`src/rtl/uart_tx_module.sv`:
```
// UART transmitter: sends one byte per request as a start bit, eight data bits
// LSB first, an optional parity bit and one or two stop bits. Every output is
// taken straight from a flop, so the line, busy and done are all one clock
// behind the FSM state that produces them.
module uart_tx_module #(
  parameter logic [12:0] BPS_T      = 13'd5208,  // clocks per line bit, 2..8191
  parameter logic        PARITY_EN  = 1'b0,      // 1 = parity bit after D7
  parameter logic        PARITY_ODD = 1'b0,      // 0 = even, 1 = odd parity
  parameter logic [1:0]  STOP_BITS  = 2'd1       // 1 or 2 stop bits
) (
  input  logic       CLK,
  input  logic       RSTn,
  input  logic       TX_En_Sig,
  input  logic [7:0] TX_Data,
  output logic       TX_Done_Sig,
  output logic       TX_Busy,
  output logic       TX_Pin_Out
);

  typedef enum logic [2:0] {
    S_IDLE,
    S_START,
    S_DATA,
    S_PARITY,
    S_STOP,
    S_DONE
  } state_t;

  state_t      state_q, state_d;
  logic [12:0] cnt_q, cnt_d;        // baud counter, 0..BPS_T-1
  logic [2:0]  bit_idx_q, bit_idx_d; // data bit index, reused as stop-bit count
  logic [7:0]  shift_q, shift_d;     // byte being sent, shifted right per bit
  logic        parity_q, parity_d;
  logic        pin_q, pin_d;
  logic        busy_q, busy_d;
  logic        done_q, done_d;

  logic        bit_end;

  assign bit_end = (cnt_q == BPS_T - 13'd1);

  // Next-state, datapath and registered-output logic.
  always_comb begin
    // NOTE: every variable gets a default first, so no path leaves one
    // unassigned and no latch can be inferred.
    state_d   = state_q;
    cnt_d     = cnt_q;
    bit_idx_d = bit_idx_q;
    shift_d   = shift_q;
    parity_d  = parity_q;

    unique case (state_q)
      S_IDLE: begin
        cnt_d     = '0;
        bit_idx_d = '0;
        if (TX_En_Sig) begin
          shift_d  = TX_Data;
          parity_d = (^TX_Data) ^ PARITY_ODD;
          state_d  = S_START;
        end
      end
      S_START: begin
        cnt_d = bit_end ? 13'd0 : cnt_q + 13'd1;
        if (bit_end) state_d = S_DATA;
      end
      S_DATA: begin
        cnt_d = bit_end ? 13'd0 : cnt_q + 13'd1;
        if (bit_end) begin
          shift_d = shift_q >> 1;
          if (bit_idx_q == 3'd7) begin
            bit_idx_d = '0;
            state_d   = PARITY_EN ? S_PARITY : S_STOP;
          end else begin
            bit_idx_d = bit_idx_q + 3'd1;
          end
        end
      end
      S_PARITY: begin
        cnt_d = bit_end ? 13'd0 : cnt_q + 13'd1;
        if (bit_end) state_d = S_STOP;
      end
      S_STOP: begin
        cnt_d = bit_end ? 13'd0 : cnt_q + 13'd1;
        if (bit_end) begin
          if (bit_idx_q == {1'b0, STOP_BITS - 2'd1}) begin
            bit_idx_d = '0;
            state_d   = S_DONE;
          end else begin
            bit_idx_d = bit_idx_q + 3'd1;
          end
        end
      end
      S_DONE: begin
        cnt_d   = '0;
        state_d = S_IDLE;
      end
      default: begin
        cnt_d     = '0;
        bit_idx_d = '0;
        state_d   = S_IDLE;
      end
    endcase

    // Outputs follow the current state and land in flops one clock later.
    unique case (state_q)
      S_START:  pin_d = 1'b0;
      S_DATA:   pin_d = shift_q[0];
      S_PARITY: pin_d = parity_q;
      default:  pin_d = 1'b1;
    endcase
    busy_d = (state_q != S_IDLE);
    done_d = (state_q == S_DONE);
  end

  // State, datapath and output registers; reset aborts any frame in progress.
  always_ff @(posedge CLK or negedge RSTn) begin
    if (!RSTn) begin
      state_q   <= S_IDLE;
      cnt_q     <= '0;
      bit_idx_q <= '0;
      shift_q   <= '0;
      parity_q  <= 1'b0;
      pin_q     <= 1'b1;
      busy_q    <= 1'b0;
      done_q    <= 1'b0;
    end else begin
      // NOTE: non-blocking assignments so every flop samples the values from
      // before this edge, independent of statement order.
      state_q   <= state_d;
      cnt_q     <= cnt_d;
      bit_idx_q <= bit_idx_d;
      shift_q   <= shift_d;
      parity_q  <= parity_d;
      pin_q     <= pin_d;
      busy_q    <= busy_d;
      done_q    <= done_d;
    end
  end

  assign TX_Pin_Out  = pin_q;
  assign TX_Busy     = busy_q;
  assign TX_Done_Sig = done_q;

endmodule

```
`config.mk`:
```
export PLATFORM = sky130hd
export DESIGN_NAME = uart_tx_module
export DESIGN_NICKNAME = d
export VERILOG_FILES = /design/src/rtl/uart_tx_module.sv
export SDC_FILE = /design/constraint.sdc
export NUM_CORES = 1
export LEC_CHECK = 0
export BUFFER_PORTS_ARGS = -buffer_cell sky130_fd_sc_hd__clkbuf_2
export CORE_ASPECT_RATIO = 1.1
export CORE_MARGIN = 2
export CORE_UTILIZATION = 55
export CTS_BUF_LIST = sky130_fd_sc_hd__clkbuf_4 sky130_fd_sc_hd__clkbuf_8
export CTS_CLUSTER_SIZE = 25
export DETAILED_ROUTE_END_ITERATION = 16
export HOLD_SLACK_MARGIN = 0.02
export PLACE_DENSITY = 0.81
export SYNTH_ARGS = -nofsm -noshare
export SYNTH_HDL_FRONTEND = slang
export SYNTH_SLANG_ARGS = --single-unit
```
`constraint.sdc`:
```
create_clock -name CLK -period 5.8 [get_ports CLK]
set_clock_uncertainty 0.2 [all_clocks]
set_input_delay 0.58 -clock CLK [delete_from_list [all_inputs] [get_ports CLK]]
set_output_delay 0.58 -clock CLK [all_outputs]
set_load 0.05 [all_outputs]
```
== Word-level counts from Yosys, hierarchy flattened ==
Index checks and enable logic that the tools add are counted.
Operators by class
  $add $sub $neg: 2
  reductions and logical operators: 11
  equality and inequality tests: 14
  mux-type cells: 19
  bitwise operators: 1
Operators by type and width (number)
  two-way mux 3 bit: 11
  two-way mux 13 bit: 2
  two-way mux 8 bit: 2
  one-hot mux 8 bit (2 select lines): 1
  one-hot mux 3 bit (5 select lines): 1
  != test 2 bit, second input constant: 7
  adder 13 x 1 -> 13 bit, second input constant: 1
  == test 13 bit, second input constant: 1
  == test 3 bit, second input constant: 3
  one-hot mux 3 bit (3 select lines): 1
  XOR reduction 8 bit: 1
  AND reduction 7 bit: 1
  == test 3 x 2 -> 1 bit, second input constant: 2
  zero test 3 bit: 2
  AND reduction 3 bit: 2
  OR reduction 4 bit: 1
  adder 3 x 1 -> 3 bit, second input constant: 1
  == test 3 x 1 -> 1 bit, second input constant: 1
  one-hot mux 1 bit (3 select lines): 1
  nonzero test 3 bit: 1
  OR reduction 3 bit: 1
  AND reduction 2 bit: 1
  nonzero test 2 bit: 1
  inverter 1 bit: 1
Word-level totals
  input port bits: 11
  logic and storage cells: 55
  output and inout bits: 3
  register bits after elaboration: 31

== Logic depth before layout (Yosys ltp) ==
Gate-level depths: netlist of run 1.
  depth in word-level cells: 4
  depth in mapped cells: 6
  mapped depth without buffers: 6

== Worst setup path after synthesis of run 1 ==
Ideal clock, no wire load.
  path type: reg2reg
  start: register cnt_q[0]
  end: register shift_q[1]
  data required time: 5.475 ns
  period minus slack after synthesis: 1.962 ns
  path buffers: 1
  library setup time: 0.125 ns
  data arrival time: 1.637 ns
  slack: 3.838 ns
  cell stages (with the launch flop): 7
  cells stage by stage: dfrtp_1 ha_1 and4bb_4 and3_1 a31o_1 buf_6 mux2_4
Between the ends
  cells in the longest elaborated chain, start to end: 3
Ends and longest elaborated chain
  from (decl): RTL line 30  | logic [12:0] cnt_q, cnt_d;
  from (signal assigned): RTL line 130  | cnt_q <= cnt_d;
  == test 13 bit: RTL line 40  | assign bit_end = (cnt_q == BPS_T - 13'd1);
  != test 2 bit (no line)
  AND reduction 3 bit (no line)
  to (signal assigned): RTL line 132  | shift_q <= shift_d;
  to (decl): RTL line 32  | logic [7:0] shift_q, shift_d;
No other way between the ends.
A chain may end at the register's enable or synchronous reset.

== Worst setup path after layout of run 1 ==
  start: register state_q[1]
  end: register state_q[0]
Between the ends
  cells in the longest elaborated chain, start to end: 3
  elaborated cells on any way between the ends: 14
  classes of those cells: eq/ne: 11; mux: 1; reduce/logical: 2
Ends and longest elaborated chain
  from (decl): RTL line 29  | state_t state_q, state_d;
  from (signal assigned): RTL line 129  | state_q <= state_d;
  == test 3 bit (tied with other cells): RTL line 52  | unique case (state_q)
  != test 2 bit (no line)
  AND reduction 7 bit (no line)
Parallel ways exist; a longest one is shown, timed or not.

==> results of run 1 <==
[routing by layer]
metal	part of all wire, %	wire length [um]	GRT usage (%)
met1	45	1348	23.34
met2	49	1480	32.56
met3	3.9	116	5.590
met4	2.0	60	9.864
met5	0	0	0
[report_power, final]
part,total (W),switching [W],internal (W)
clock,0.000147,0.0000766,0.0000708
sequential,0.000349,0.0000717,0.000278
combinational,0.000307,0.000156,0.000151
total,0.000804,0.000305,0.000499
[cell type report]
type / count / area (um2)
inverter: 7 / 26.28
fill: 246 / 1147
tap: 34 / 42.54
clock buffer: 7 / 65.06
multi-input combinational: 112 / 838.3
sequential: 31 / 777.0
clock inverter: 1 / 7.507
timing repair buffer: 13 / 65.06
[synthesized netlist by cell type]
master	n	area (um2)
a21oi_1	5	25.02
a221oi_1	1	8.760
a311o_1	1	10.01
a31o_1	1	8.760
a31oi_1	1	6.260
a32o_1	1	10.01
and2_1	1	6.260
and3_1	2	12.51
and3_2	1	7.510
and4b_1	1	10.01
and4bb_4	1	16.27
buf_1	1	3.750
buf_2	2	10.01
buf_6	1	11.26
clkbuf_1	2	7.510
dfrtp_1	30	750.7
dfstp_2	1	26.28
ha_1	4	50.05
inv_1	7	26.28
mux2_2	7	78.83
mux2_4	7	105.1
mux2i_1	4	40.04
nand2_1	5	18.77
nand2b_1	2	12.51
nand3_1	9	45.04
nand4_1	2	12.51
nor2_1	19	71.32
nor2b_1	2	12.51
nor3_1	2	10.01
nor4_1	4	25.02
nor4b_2	1	15.01
o21ai_0	4	20.02
o22ai_1	2	12.51
o311ai_0	1	8.760
o32ai_1	2	17.52
or3_1	2	12.51
xnor2_1	15	131.4
xor2_1	2	17.52
[registers in the layout, indices dropped and copies added, names as in the netlist]
register     flops
cnt_q           13
shift_q          8
bit_idx_q        3
state_q          3
TX_Busy          1
TX_Done_Sig      1
TX_Pin_Out       1
parity_q         1
[critical path, delay by kind of cell, from the launching register on]
kind          cells  cell delay (ns)
simple gates      2             0.93
flops             1             0.64
mux               1             0.39
[cell families (layout without fill, tap and decap cells)]
logic type	Yosys count	in the layout
compound gates	19	19
fa+ha+maj	4	4
buf+inv	13	28
xor+xnor	17	17
simple gates	54	54
mux	18	18
flops	31	31
[per-stage QoR]
step / worst slack, ns / instance area, um2 / utilization [%] / hold slack (ns) / std cells
floorplan: 3.838 / 1674 / - / 0.08441 / 156
global placement: 3.628 / 1749 / 58.91 / 0.2932 / 197
detailed placement: 3.550 / 1749 / 58.91 / 0.2930 / 197
CTS: 3.528 / 1822 / 61.36 / 0.1027 / 205
global route: 3.414 / 1822 / 61.36 / 0.1306 / 205
finish: 3.525 / 1822 / 61.36 / 0.08830 / 205
[worst max path at each step]
stage               cells past startpoint  slack (ns)    endpoint        from
floorplan                               6        3.84  shift_q[1]    cnt_q[0]
global placement                        5        3.63  shift_q[5]    cnt_q[0]
detailed placement                      3        3.55  state_q[0]  state_q[1]
CTS                                     3        3.53  state_q[0]  state_q[1]
global route                            3        3.41  state_q[0]  state_q[1]
finish                                  3        3.53  state_q[0]  state_q[1]
==> impl_metrics.json, run 1 <==
{
  "yosys_warnings": 0,
  "regToRegStartpoint": "state_q[1]",
  "path_clk_slew_ns": 0.10,
  "final_common_cell": "dfrtp_1",
  "cts.sinks": 31,
  "grt-ovfl-total": 0,
  "cpMaxStageDelayCell": "dfrtp_1",
  "synthXorXnorAreaFrac_pct": 8.894,
  "p_total_w": 0.0008042,
  "routed_via_density": 5.810,
  "clkLatencyLatePin_ns": 0.34,
  "antenna_found_initial": 0,
  "setup_violations": 0,
  "htree_levels": 2,
  "synth_area_um2": 1674,
  "globalRouteTotalUtil_pct": 19.43,
  "final.min_clock_period_ns": 2.275,
  "report.final.slew_viol_count": 0,
  "tns_ns": 0,
  "yosysSeqAreaShare_pct": 46.41,
  "powerDensity_nw_per_um2": 441.4,
  "hold_class": "primary input to asynchronous set/reset pin",
  "grt_pass1_vias": 1145,
  "drtAntennaViolNets": 0,
  "io_pins": 14,
  "cpPeakStageDelay_ns": 0.64,
  "syn_inst": 156,
  "finalCritPeriodShare_pct": 39.22,
  "cts_tree": "yes",
  "synth_top_family_by_area": "simple AND/OR/NAND/NOR gates",
  "start_kind": "flip-flop",
  "critical_path_class": "flip-flop to flip-flop",
  "path_cells": "or3_1 > nand3_1 > mux2_2",
  "cts_root_buf": "clkbuf_4",
  "drt_iter0_markers": 25,
  "synth_compound_area_share_pct": 7.623,
  "first_pass_iters": 4,
  "die_area_um2": 3502,
  "max_slew_margin_pct": 50.62,
  "rsz0062_at_grt": "false",
  "syn_to_final_growth_pct": 8.819,
  "dpl.hpwl_mm": 2.169,
  "r2r_slack_ns": 3.53,
  "r2r-end": "state_q[0]",
  "yosys.area_share.simple_pct": 17.19,
  "syn_avg_cell_area_um2": 10.73,
  "synth_mux_area_share_pct": 13.38,
  "final_hold_viol_count": 0,
  "most-common-layout-cells": "dfrtp_1, nor2_1, xnor2_1",
  "postCtsSetupRepairBufs": 0,
  "max_clock_freq_mhz": 439.6,
  "vdd_ir_drop_max_mv": 0.3682,
  "fin_nets": 185,
  "outcome": "finished, final reports clean",
  "cts_resized": 0,
  "num_vias": 1191,
  "die_h_um": 61.87,
  "rows": 21,
  "synth_seq_cells": 31,
  "synthAdderAreaFrac_pct": 2.990,
  "crit_path_max_fanout": 21,
  "drcViolationCount": 0,
  "tightestPinTransition_ns": 0.7407,
  "cts_buffers": 5,
  "worstPathArrival_ns": 2.31,
  "core_um2": 2969,
  "io_buffers": 13,
  "yosysUniqueCellTypes": 38,
  "ctsHoldBuffers": 0,
  "cts_buffer_depth": 2,
  "final_layout_size_suffix_gt1_share_pct": 22.81,
  "grt_max_degree": 32,
  "power.leakage_nw": 0.7813,
  "reg2reg_depth": 3,
  "gp_congestion": 0.8187,
  "fp.dieW_um": 56.61,
  "diodes": 0,
  "wl_mm": 3.005,
  "maxCapViolCount": 0,
  "grt_first_pass_wirelength_mm": 5.071,
  "synthesis.nets": 171,
  "cp.required_ns": 5.83,
  "post_drt_wl_per_cell_um": 14.66,
  "cp-end-kind": "flip-flop",
  "initial_core_util_pct": 56.38
}
(Power assumes the default switching activity.)
==> run 2, diff against run 1 <==
==> constraint.sdc (replaced) <==
create_clock -name CLK -period 2.36 [get_ports CLK]
set_clock_uncertainty 0.2 [all_clocks]
set_input_delay 0.236 -clock CLK [delete_from_list [all_inputs] [get_ports CLK]]
set_output_delay 0.236 -clock CLK [all_outputs]
set_load 0.05 [all_outputs]
==> run 2 against run 1 <==
- clock-buffer cell count is 1 lower
- sequential share of layout area down 0.46 points
- sequential power is 130% higher
- largest cell class unchanged
- power is 140% higher
- register-to-register slack worse by 3.2 ns
- clock power rose by 90%
- highest routed layer unchanged
- wire length is 1.0% lower
- core utilization rose by 0.67 points
- combinational power grew to 2.9 times the previous value
==> impl_metrics.json, run 2 (same netlist as run 1, synthesis figures left out) <==
{
  "powerDensity_nw_per_um2": 1068,
  "syn_to_final_growth_pct": 10.02,
  "maxCapViolCount": 0,
  "cts_tree": "yes",
  "diodes": 0,
  "drcViolationCount": 0,
  "wl_mm": 2.975,
  "rows": 21,
  "final_util_pct": 62.03,
  "grt_pass1_vias": 1219,
  "hold_depth": 3,
  "p_comb_share_pct": 45.8,
  "report.final.slew_viol_count": 0,
  "intPower_w": 0.001226,
  "antenna_found_initial": 0,
  "power.switching_w": 0.0007411,
  "routed_via_density": 5.842,
  "final_layout_size_suffix_gt1_share_pct": 24.00,
  "first_pass_iters": 4,
  "fin_nets": 191,
  "cts_buffer_depth": 2,
  "largest_reg_flops": 13,
  "p_seq_share_pct": 40.0,
  "drt_iter0_markers": 41,
  "clkLatencyLatePin_ns": 0.33,
  "r2r_slack_ns": 0.29,
  "vdd_ir_drop_max_mv": 0.7970,
  "cpMaxStageDelayCell": "dfrtp_1",
  "final_common_cell": "dfrtp_1",
  "outcome": "finished, final reports clean",
  "initial_core_util_pct": 56.38,
  "cts.sinks": 31,
  "path_cells": "ha_1 > and4bb_4 > and3_1 > a31o_1 > buf_4 > mux2_4",
  "critical_path_class": "flip-flop to flip-flop",
  "num_vias": 1221,
  "setup_violations": 0,
  "crit_path_max_fanout": 8,
  "max_slew_margin_pct": 50.54,
  "dpl_cell_area_um2": 1787,
  "core_um2": 2969,
  "path_clk_slew_ns": 0.08,
  "largestRegisters": "cnt_q x13, shift_q x8",
  "cts_root_buf": "clkbuf_4",
  "io_buffers": 13,
  "htree_levels": 2,
  "dpl.hpwl_mm": 2.169,
  "max_clock_freq_mhz": 482.8,
  "final_hold_viol_count": 0,
  "tightestPinTransition_ns": 0.7420,
  "switching_share_pct": 37.67,
  "reg2reg_depth": 6,
  "post-place-cells": 202,
  "most-common-layout-cells": "dfrtp_1, nor2_1, xnor2_1",
  "cp-end-kind": "flip-flop",
  "drtAntennaViolNets": 0,
  "grt_max_degree": 32,
  "cp.required_ns": 2.37,
  "tns_ns": 0,
  "fp.dieW_um": 56.61,
  "grt_first_pass_wirelength_mm": 5.478,
  "cpPeakStageDelay_ns": 0.43,
  "gp_congestion": 0.7530,
  "die_h_um": 61.87,
  "hold_class": "primary input to flip-flop",
  "grt-ovfl-total": 0,
  "cts_buffers": 5,
  "start_kind": "flip-flop",
  "final.min_clock_period_ns": 2.071,
  "io_pins": 14,
  "design_area_um2": 1842,
  "clkPwrFrac_pct": 14.2,
  "power.leakage_nw": 0.8010,
  "final_cells": 209,
  "worstPathArrival_ns": 2.08,
  "post_drt_wl_per_cell_um": 14.23,
  "die_area_um2": 3502,
  "globalRouteTotalUtil_pct": 20.72,
  "max_flop_register": "cnt_q",
  "rsz0062_at_grt": "false",
  "finalCritPeriodShare_pct": 87.76
}
-- run 2: changes by cell type in the layout (fill, tap and decap cells not counted), sizes merged --
cell	delta
buf	+5
clkbuf	-1
dlygate4sd3	+1
clkinvlp	-1
-- run 2: worst paths after layout --
kind | startpoint | to
max | cnt_q[0] | shift_q[2]
min | TX_Data[0] | shift_q[0]
max reg2reg | cnt_q[0] | shift_q[2]
min reg2reg | shift_q[2] | shift_q[2]
max in group asynchronous | RSTn | cnt_q[11]
min in group asynchronous | RSTn | TX_Done_Sig
-- run 2: layout make-up --
| class | instances | area, um2 |
|---|---|---|
| Multi-Input combinational cell | 112 | 838.3 |
| Clock buffer | 6 | 45.04 |
| Timing Repair Buffer | 19 | 112.6 |
| Inverter | 7 | 26.28 |
| Tap cell | 34 | 42.54 |
| Sequential cell | 31 | 777.0 |
| Fill cell | 250 | 1127 |
-- run 2: repair_timing --
action | CTS | global route
hold buffers | 1 | 0
resized for setup | 0 | 0
buffers inserted | 0 | 0
endpoints found under the hold margin | 30 | 0
-- run 2: stage by stage --
stage / setup slack [ns] / total power [W] / hold WS (ns)
3_5_place_dp: 0.2934 / 0.001692 / 0.1448
4_1_cts: 0.2801 / 0.001977 / 0.02192
3_3_place_gp: 0.3368 / 0.001651 / 0.1217
2_1_floorplan: 0.3977 / 0.001489 / -0.2596
6_report: 0.2888 / 0.001967 / 0.03348
5_1_grt: 0.2142 / 0.002120 / 0.03768
-- run 2: worst max-delay path, delay by kind of cell, from the launching register on --
family                   cells  cell delay, ns
AO/OA/AOI/OAI                1            0.21
multiplexers                 1            0.30
buffers and inverters        1            0.18
adder cells (fa/ha/maj)      1            0.27
flip-flops                   1            0.43
AND/OR/NAND/NOR              2            0.38
-- run 2: power groups by stage --
stage / clock, W / combinational [W] / sequential [W]
floorplan: 0 / 0.000658 / 0.000831
global placement: 0 / 0.000868 / 0.000784
detailed placement: 0 / 0.000903 / 0.000789
CTS: 0.000291 / 0.000900 / 0.000785
global route: 0.000318 / 0.000992 / 0.000811
finish: 0.000279 / 0.000901 / 0.000787
-- run 2: layer usage --
| layer | GRT usage, % | routed length (um) | vias up |
|---|---|---|---|
| met5 | 0 | 0 | - |
| met4 | 8.844 | 31 | 0 |
| met3 | 5.797 | 119 | 4 |
| met2 | 34.55 | 1510 | 29 |
| met1 | 25.76 | 1314 | 596 |
| li1 | - | - | 592 |
